**config.mk**
```make
export PLATFORM = sky130hd
export DESIGN_NAME = pipe_adder
export DESIGN_NICKNAME = d
export VERILOG_FILES = /design/src/rtl/pipe_adder_pkg.sv /design/src/rtl/pipe_adder_chunk.sv /design/src/rtl/pipe_adder.sv
export SDC_FILE = /design/constraint.sdc
export NUM_CORES = 1
export LEC_CHECK = 0
export BUFFER_PORTS_ARGS = -buffer_cell sky130_fd_sc_hd__buf_2
export CAP_MARGIN = 5
export CORE_MARGIN = 5
export CORE_UTILIZATION = 40
export DETAILED_ROUTE_END_ITERATION = 12
export PLACE_DENSITY = 0.58
export SLEW_MARGIN = 5
export SYNTH_ARGS = -nofsm -noshare
export SYNTH_HDL_FRONTEND = slang
export SYNTH_SLANG_ARGS = --single-unit
```
**constraint.sdc**
```tcl
create_clock -name clk -period 4.5 [get_ports clk]
set_input_delay 0.9 -clock clk [delete_from_list [all_inputs] [get_ports clk]]
set_output_delay 0.9 -clock clk [all_outputs]
set_load 0.01 [all_outputs]
```
**src/rtl/pipe_adder_pkg.sv**
```systemverilog
// pipe_adder shared constants and the stage register bundle.
// Every stage register carries its own valid bit alongside the data.
package pipe_adder_pkg;

  localparam int PA_WIDTH = 16;
  localparam int PA_CHUNK = 4;

  typedef struct packed {
    logic                valid;
    logic                sub;
    logic                carry;
    logic                ovf;
    logic [PA_WIDTH-1:0] psum;
    logic [PA_WIDTH-1:0] a;
    logic [PA_WIDTH-1:0] b;
  } stage_t;

endpackage

```
**src/rtl/pipe_adder_chunk.sv**
```systemverilog
// adder_chunk: combinational CHUNK-bit ripple adder.
// o_cm is the carry into the chunk MSB, used for signed overflow.
module adder_chunk
  import pipe_adder_pkg::*;
#(
  parameter int CHUNK = PA_CHUNK
) (
  input  logic [CHUNK-1:0] i_a,
  input  logic [CHUNK-1:0] i_b,
  input  logic             i_ci,
  output logic [CHUNK-1:0] o_s,
  output logic             o_co,
  output logic             o_cm
);

  logic w_c;

  always_comb begin
    w_c  = i_ci;
    o_s  = '0;
    o_cm = 1'b0;
    for (int i = 0; i < CHUNK; i++) begin
      if (i == CHUNK - 1) o_cm = w_c;
      o_s[i] = i_a[i] ^ i_b[i] ^ w_c;
      w_c    = (i_a[i] & i_b[i]) |
               (w_c & (i_a[i] ^ i_b[i]));
    end
    o_co = w_c;
  end

endmodule

```
**src/rtl/pipe_adder.sv**
```systemverilog
// pipe_adder: CHUNK bits per stage, valid/ready, stall-all pipeline.
// Define PIPE_ADDER_OVF_EN to build the signed-overflow output.
module pipe_adder
  import pipe_adder_pkg::*;
#(
  parameter int WIDTH = PA_WIDTH,
  parameter int CHUNK = PA_CHUNK
) (
  input  logic             clk,
  input  logic             rst,
  input  logic             in_valid,
  output logic             in_ready,
  input  logic [WIDTH-1:0] a,
  input  logic [WIDTH-1:0] b,
  input  logic             cin,
  input  logic             sub,
  output logic             out_valid,
  input  logic             out_ready,
  output logic [WIDTH-1:0] sum,
  output logic             cout,
  output logic             ovf
);

  localparam int STAGES = WIDTH / CHUNK;

  // stage_t is sized by the package width
  if (WIDTH != PA_WIDTH || WIDTH % CHUNK != 0 || WIDTH < 4) begin : g_bad
    $error("pipe_adder: unsupported WIDTH/CHUNK");
  end

  stage_t            r_stg  [STAGES];
  stage_t            w_prev [STAGES];
  stage_t            w_nxt  [STAGES];
  stage_t            w_in;
  logic              w_adv;
  logic [STAGES-1:0] w_cm;
  logic              w_unused;

  function automatic stage_t f_step(
    input stage_t           p,
    input logic [CHUNK-1:0] s,
    input logic             co,
    input logic             ov,
    input int               k
  );
    stage_t n;
    n                         = p;
    n.carry                   = co;
    n.ovf                     = ov;
    n.psum[k*CHUNK +: CHUNK]  = s;
    return n;
  endfunction

  assign w_adv    = !r_stg[STAGES-1].valid || out_ready;
  assign in_ready = w_adv;

  always_comb begin
    w_in       = '0;
    w_in.valid = in_valid;
    w_in.sub   = sub;
    w_in.carry = sub | cin;
    w_in.a     = a;
    w_in.b     = sub ? ~b : b;
  end

  for (genvar k = 0; k < STAGES; k++) begin : g_stg
    logic [CHUNK-1:0] w_s;
    logic             w_co;
    logic             w_ov;

    if (k == 0) begin : g_first
      assign w_prev[k] = w_in;
    end else begin : g_next
      assign w_prev[k] = r_stg[k-1];
    end

    adder_chunk #(.CHUNK(CHUNK)) u_add (
      .i_a  (w_prev[k].a[k*CHUNK +: CHUNK]),
      .i_b  (w_prev[k].b[k*CHUNK +: CHUNK]),
      .i_ci (w_prev[k].carry),
      .o_s  (w_s),
      .o_co (w_co),
      .o_cm (w_cm[k])
    );

`ifdef PIPE_ADDER_OVF_EN
    if (k == STAGES - 1) begin : g_ov
      assign w_ov = w_cm[k] ^ w_co;
    end else begin : g_pass
      assign w_ov = w_prev[k].ovf;
    end
`else
    assign w_ov = 1'b0;
`endif

    assign w_nxt[k] = f_step(w_prev[k], w_s, w_co, w_ov, k);
  end

  always_ff @(posedge clk) begin
    if (rst) begin
      for (int i = 0; i < STAGES; i++) r_stg[i] <= '0;
    end else if (w_adv) begin
      for (int i = 0; i < STAGES; i++) r_stg[i] <= w_nxt[i];
    end
  end

  assign out_valid = r_stg[STAGES-1].valid;
  assign sum       = r_stg[STAGES-1].psum;
  assign cout      = r_stg[STAGES-1].carry;
  assign ovf       = r_stg[STAGES-1].ovf;

  // operands and sub have no consumer after the final stage
  assign w_unused = ^{w_cm, r_stg[STAGES-1].a,
                      r_stg[STAGES-1].b, r_stg[STAGES-1].sub};

endmodule

```
**After elaboration in Yosys (flattened, before gate mapping)**

Memory sizes are Yosys's and may differ from the RTL's.
Index checks and enable logic that the tools add are counted.

- Memory bits (writable): 204
- Output and inout bits: 20
- Bits in registers: 0
- Logic and storage cells: 99
- Memories kept: 1
- Input bits: 38

- Multiplexer cells: 10
- Bitwise logic cells: 86
- Reductions and logical operators: 2

Memory list:

| memory | depth | width | read ports | clocked after memory_dff | write ports | RTL line | text |
|---|---|---|---|---|---|---|---|
| r_stg | 4 | 51 | 4 | 0 | 4 | pipe_adder.sv:31 | `stage_t r_stg [STAGES];` |

Operator list:

| cell | count |
|---|---|
| 51-bit 2-to-1 mux | 4 |
| 1-bit bitwise AND | 32 |
| 1-bit XOR | 32 |
| 1-bit OR | 21 |
| 16-bit 2-to-1 mux | 1 |
| 16-bit inverter | 1 |
| 1-bit 2-to-1 mux | 5 |
| 1-bit logical NOT | 1 |
| 1-bit logical OR | 1 |

**Logic depth before layout (Yosys ltp)**

Gate-level depths: netlist of the first run.

- Word-level depth: 12
- Depth in mapped cells: 11
- Depth with buffers taken out: 9

**Hierarchy**

Synthesis of the first run repeated with hierarchy kept, for this count alone.

- Cell total of the unflattened synthesis: 286
- Area, all modules: 4466.8 um^2

By module, submodules not included:

| module | seq. area each (um^2) | cells an instance | times used | area an instance (um^2) |
|---|---|---|---|---|
| pipe_adder | 2882.8 | 238 | 1 | 4026.4 |
| adder_chunk | 0.0 | 12 | 4 | 110.1 |

**Worst setup path before layout of the first run**

Ideal clock, no wire load.

- Path type: input to register
- From: input port rst
- To: memory r_stg[0][10] (netlist bit), enable pin
- Data required time: 4029 ps
- Slack: 512 ps
- Stages: 3
- Path buffers: 2
- Setup time: 471 ps
- Arrival time: 3517 ps
- Cells stage by stage: buf_2 -> buf_6 -> nand2b_1

RTL lines:

| element | RTL line | text |
|---|---|---|
| start: declaration | pipe_adder.sv:10 | `input logic rst,` |
| end: declaration | pipe_adder.sv:31 |  |

==> out/metrics.yaml, run 1 <==
status:
  status: "finished, final reports clean"
critical_path:
  max_stage_delay_ps: 400
  cpMaxStageDelayCell: "fa_1"
  cp_top_family: "adder cells"
  worstSetupPathType: "in2reg"
  path_buf_inv: 4
  critPathLaunchType: "input pin"
  timing.critical_path.mode_cell: "fa_1"
  arrival_ps: 3100
  endpoint_kind: "flop"
  required_ps: 4570
  path_max_fanout: 17
  worstPathCellList: "buf_2 > xnor2_1 > fa_1 > inv_1 > fa_1 > inv_1 > fa_1 > inv_1 > fa_1 > nor3b_1"
clock_network:
  clockBufferDepth: 2
  cts.sinks: 96
  clkLatencyLatePin_ps: 350
  root_buffer: "clkbuf_8"
  numCtsBuffers: 9
  htreeDepth: 3
  clkTransAtPathRegs_ps: 100
  cts_setup_buffers: 0
  cts_resized: 0
  cts_hold_buf: 0
  tritoncts: "yes"
sta:
  worst_hold_slack_ps: 604.8
  layout_setup_ws_ps: 1468
  hold_viol: 0
  max_freq_mhz: 329.9
  tns_ps: 0
  setup_viol: 0
  period_share_pct: 67.37
  slew_headroom_pct: 27.47
  period_needed_ps: 3032
  rsz0062_at_grt: "no"
  tightest_slew_ps: 1088
  slew_violations: 0
  skew_ps: 10.68
cells_and_area:
  area_growth_pct: 11.79
  fin_area_sq_um: 4912
  nets: 380
  reg_top3: "r_stg (96)"
  largest_reg_flops: 96
  stdcell_count: 471
  regMostFlops: "r_stg"
  diodes: 0
  fin_util_pct: 45.51
  drive_gt1_share_pct: 29.31
power:
  vdd_drop_max_mv: 0.1708
  total_power_mw: 1.755
  leakage_nw: 1.910
  power_density_nw_per_um2: 357.3
drt:
  via_per_inst: 4.737
  dr.pass1.iters: 4
  wirelength_um: 6553
  first_iter_violations: 97
  route.detailed.drc: 0
  vias: 2231
  ant_nets: 0
  wl_per_cell_um: 13.91
synthesis:
  syn-num-nets: 334
  seq_area_frac_synth_pct: 65.60
  synth_seq_cells: 96
  synth_top_cell_area_share_pct: 65.60
  ys_warn_count: 0
  async_reset_ff_share_pct: 0
  synthTopCellsByCount: "edfxtp_1 (96), nor3b_1 (73), inv_1 (27), nor3_2 (19), fa_1 (16)"
  synthFlopType: "edfxtp_1"
  synth.distinct_cells: 16
  synth.most_common_cell: "edfxtp_1"
  synth_edf_count: 96
  netlist_instances: 280
  yosys.area.top_type: "edfxtp_1"
  synth.avg_cell_area_sq_um: 15.69
  synthTopCellsByArea: "edfxtp_1 (66%), nor3b_1 (12%), fa_1 (7.3%), nor3_2 (4.3%), xnor2_1 (2.8%)"
  synth_area_sq_um: 4394
floorplan:
  io_pins: 58
  dieWidth_um: 114.8
  die_area_sq_um: 13180
  num_rows: 38
  core_sq_um: 10790
  die_h_um: 114.8
  initial_core_util_pct: 40.71
grt:
  grt_pass1_wl_um: 11440
  grt_start_max_net_pins: 97
  antenna_found_initial: 0
  grt.total_usage_pct: 10.85
  grt_overflow: 0
  grt_pass1_vias: 2373
place:
  dp_hpwl_um: 3892
  place_congestion: 0.7065
  numPlacedInstances: 455
  placement.setup.worst_slack_ps: 1055
  placement.cell_area_sq_um: 4726
  numPortBuffers: 56
run:
  drv_cap: 0
min_path:
  hold_path_class: "reg2reg"
metal layers:
| metal | vias up | wire (um) | global-route usage [%] |
|---|---|---|---|
| li1 | 1076 | - | - |
| met1 | 1099 | 2975 | 14.31 |
| met2 | 52 | 3238 | 17.73 |
| met3 | 4 | 297 | 3.368 |
| met4 | 0 | 40 | 2.582 |
| met5 | - | 0 | 0 |
layout make-up:
class / instances / area [sq um]
Fill cell: 972 / 5881
Sequential cell: 96 / 2883
Multi-Input combinational cell: 132 / 1254
Timing Repair Buffer: 60 / 312.8
Tap cell: 140 / 175.2
Clock buffer: 9 / 123.9
Inverter: 27 / 101.3
Clock inverter: 7 / 62.56
logic make-up (layout without fill, tap and decap cells):
logic type	count (synthesis)	in the layout	share of synthesized area [%]
buf+inv	52	103	6.207
simple gates	99	99	17.63
xor+xnor	16	16	3.189
fa+ha+maj	16	16	7.289
other cells	1	1	0.08534
flops	96	96	65.60
cells in the final DEF (no fill, tap or decap):
| cell | netlist | routed |
|---|---|---|
| edfxtp_1 | 96 | 96 |
| nor3b_1 | 73 | 73 |
| buf_2 | 8 | 55 |
| inv_1 | 27 | 27 |
| nor3_2 | 19 | 19 |
| fa_1 | 16 | 16 |
| xnor2_1 | 14 | 14 |
| clkbuf_8 | 0 | 9 |
| buf_4 | 4 | 5 |
| nor3_1 | 4 | 4 |
| inv_6 | 0 | 3 |
| xor2_1 | 2 | 2 |
| clkinv_4 | 0 | 2 |
| nor2b_4 | 0 | 1 |
| nand2b_4 | 0 | 1 |
| nor2_1 | 1 | 1 |
| conb_1 | 1 | 1 |
| clkinvlp_4 | 0 | 1 |
| inv_8 | 0 | 1 |
final timing paths:
kind	slack [ps]	to	cells past startpoint	start
max	1470	r_stg[0][35]$_SDFFCE_PN0P_	10	sub
min reg2reg	600	r_stg[1][13]$_SDFFCE_PN0P_	1	r_stg[0][13]$_SDFFCE_PN0P_
min	600	r_stg[1][13]$_SDFFCE_PN0P_	1	r_stg[0][13]$_SDFFCE_PN0P_
max reg2reg	2120	r_stg[3][47]$_SDFFCE_PN0P_	8	r_stg[2][48]$_SDFFCE_PN0P_
power by group:
part / internal [mW] / switching (mW)
logic: 0.0791 / 0.0804
registers: 1.05 / 0.0159
clock network: 0.213 / 0.314
total: 1.34 / 0.411
Power figures use the tool's default switching activity.
==> run 2: changes to the inputs <==
PLACE_DENSITY = 0.6   (was 0.58)
clock period = 2.75 ns   (was 4.5 ns; I/O delays follow)
==> run 2 against run 1 <==
Clock power grew 140%; cell count grew 1.3%; final area grew 3.5%; critical endpoint is now r_stg[2][43]$_SDFFCE_PN0P_.
==> out/metrics.yaml, run 2 (synthesis gave the netlist of run 1 again) <==
status:
  status: "finished, final reports clean"
sta:
  tns_ps: 0  # unchanged
  worst_hold_slack_ps: 547.2  # -57.60 ps
  rsz0062_at_grt: "no"
  layout_setup_ws_ps: 397.1  # -1071 ps
  max_freq_mhz: 425.0
  slew_headroom_pct: 63.30  # +36 points
  period_needed_ps: 2353
  setup_viol: 0  # unchanged
  slew_violations: 0  # unchanged
  period_share_pct: 85.56
  hold_viol: 0  # unchanged
  tightest_slew_ps: 550.5  # -537.4 ps
  skew_ps: 10.13  # -0.5470 ps
drt:
  wl_met2_um: 3412  # +5.4%
  ant_nets: 0  # unchanged
  wirelength_um: 6929  # +5.7%
  wl_per_cell_um: 14.53  # +4.4%
  dr.pass1.iters: 4  # unchanged
  via_per_inst: 4.748  # +0.25%
  first_iter_violations: 81  # -16%
  met3_length_um: 309  # +4.0%
  route.detailed.drc: 0  # unchanged
  top_layer: "met4"
  vias: 2265  # +1.5%
  routedLengthMet1_um: 3077  # +3.4%
grt:
  grt_start_max_net_pins: 48  # -51%
  grt.total_usage_pct: 11.39  # +0.54 points
  grt_pass1_wl_um: 11720  # +2.5%
  antenna_found_initial: 0  # unchanged
  grt_overflow: 0  # unchanged
  grt_pass1_vias: 2425  # +2.2%
clock_network:
  clkLatencyLatePin_ps: 360  # about the same
  htreeDepth: 3  # unchanged
  root_buffer: "clkbuf_8"
  tritoncts: "yes"
  cts_resized: 0  # unchanged
  cts_hold_buf: 0  # unchanged
  clockBufferDepth: 2  # unchanged
  cts.sinks: 96  # unchanged
  numCtsBuffers: 9  # unchanged
  clkTransAtPathRegs_ps: 90  # about the same
  cts_setup_buffers: 0  # unchanged
floorplan:
  io_pins: 58  # unchanged
  initial_core_util_pct: 40.71  # unchanged
  die_h_um: 114.8  # unchanged
  num_rows: 38  # unchanged
  dieWidth_um: 114.8  # unchanged
  die_area_sq_um: 13180  # unchanged
  core_sq_um: 10790  # unchanged
cells_and_area:
  diodes: 0  # unchanged
  nets: 386  # +1.6%
  area_growth_pct: 15.69
  final_common_cell: "edfxtp_1"
  largest_reg_flops: 96  # unchanged
  regMostFlops: "r_stg"
  drive_gt1_share_pct: 31.16  # +1.9 points
  final_cell_mix: "edfxtp_1 (96), nor3b_1 (73), buf_2 (55)"
  reg_top3: "r_stg (96)"
power:
  pwr-share-seq_pct: 53.0  # -7.9 points
  p_int_mw: 2.647  # +97%
  vdd_drop_max_mv: 0.2634  # +54%
  comb_power_share_pct: 8.1  # -1.0 points
  p_switching_mw: 0.6531  # +59%
  power_density_nw_per_um2: 649.1  # +82%
  total_power_mw: 3.300  # +88%
  leakage_nw: 1.997  # +4.5%
  p_sw_share_pct: 19.79  # -3.6 points
  power_frac_clock_pct: 38.9  # +8.9 points
place:
  numPortBuffers: 56  # unchanged
  dp_hpwl_um: 4388  # +13%
  placement.setup.worst_slack_ps: 10.12  # -1045 ps
  place_congestion: 0.7044  # -0.30%
critical_path:
  critPathLaunchType: "flop"
  worstSetupPathType: "reg2reg"
  arrival_ps: 2560  # -540 ps
  endpoint_kind: "flop"
  path_max_fanout: 1  # -16
  required_ps: 2950  # -1620 ps
min_path:
  hold_path_class: "in2reg"
run:
  drv_cap: 0  # unchanged
==> run 2: cell type report <==
| class | instances | area (sq um) |
|---|---|---|
| fillers | 953 | 5709 |
| flip-flops and latches | 96 | 2883 |
| multi-input cells | 132 | 1264 |
| repair buffers | 66 | 370.4 |
| well taps | 140 | 175.2 |
| clock inverters | 7 | 166.4 |
| clock buffers | 9 | 123.9 |
| inverters | 27 | 101.3 |
==> run 2: metrics by stage <==
step	std cells	cell area [sq um]	util (%)
floorplan	280	4418	-
global placement	461	4793	44.41
detailed placement	461	4793	44.41
CTS	477	5084	47.10
global route	477	5084	47.10
finish	477	5084	47.10
==> run 2: worst paths after layout <==
| path | depth (start not counted) | startpoint | slack, ps | to |
|---|---|---|---|---|
| worst min-delay path | 2 | in_valid | 550 | r_stg[0][50]$_SDFFCE_PN0P_ |
| worst max-delay path | 8 | r_stg[1][48]$_SDFFCE_PN0P_ | 400 | r_stg[2][43]$_SDFFCE_PN0P_ |
| worst min register to register | 1 | r_stg[0][35]$_SDFFCE_PN0P_ | 610 | r_stg[1][35]$_SDFFCE_PN0P_ |
| worst max register to register | 8 | r_stg[1][48]$_SDFFCE_PN0P_ | 400 | r_stg[2][43]$_SDFFCE_PN0P_ |
==> run 2: worst max-delay path, stage by stage, from the launching register on <==
cell and delay [ps]:
edfxtp_1 410, fa_1 430, inv_1 90, fa_1 170
inv_1 50, fa_1 410, inv_1 100, fa_1 400
nor3_2 150
==> run 2: layer usage <==
layer,global-route usage [%],vias up
li1,-,1091
met2,18.86,44
met1,14.54,1118
met3,2.421,12
met5,0,-
met4,4.930,0
==> run 2: power groups by stage <==
stage               combinational, mW  clock [mW]  sequential, mW
finish                          0.267        1.28            1.75
floorplan                       0.192           0            1.78
global placement                0.267           0            1.78
CTS                             0.274        1.30            1.75
detailed placement              0.272           0            1.78
global route                    0.307        1.36            1.76
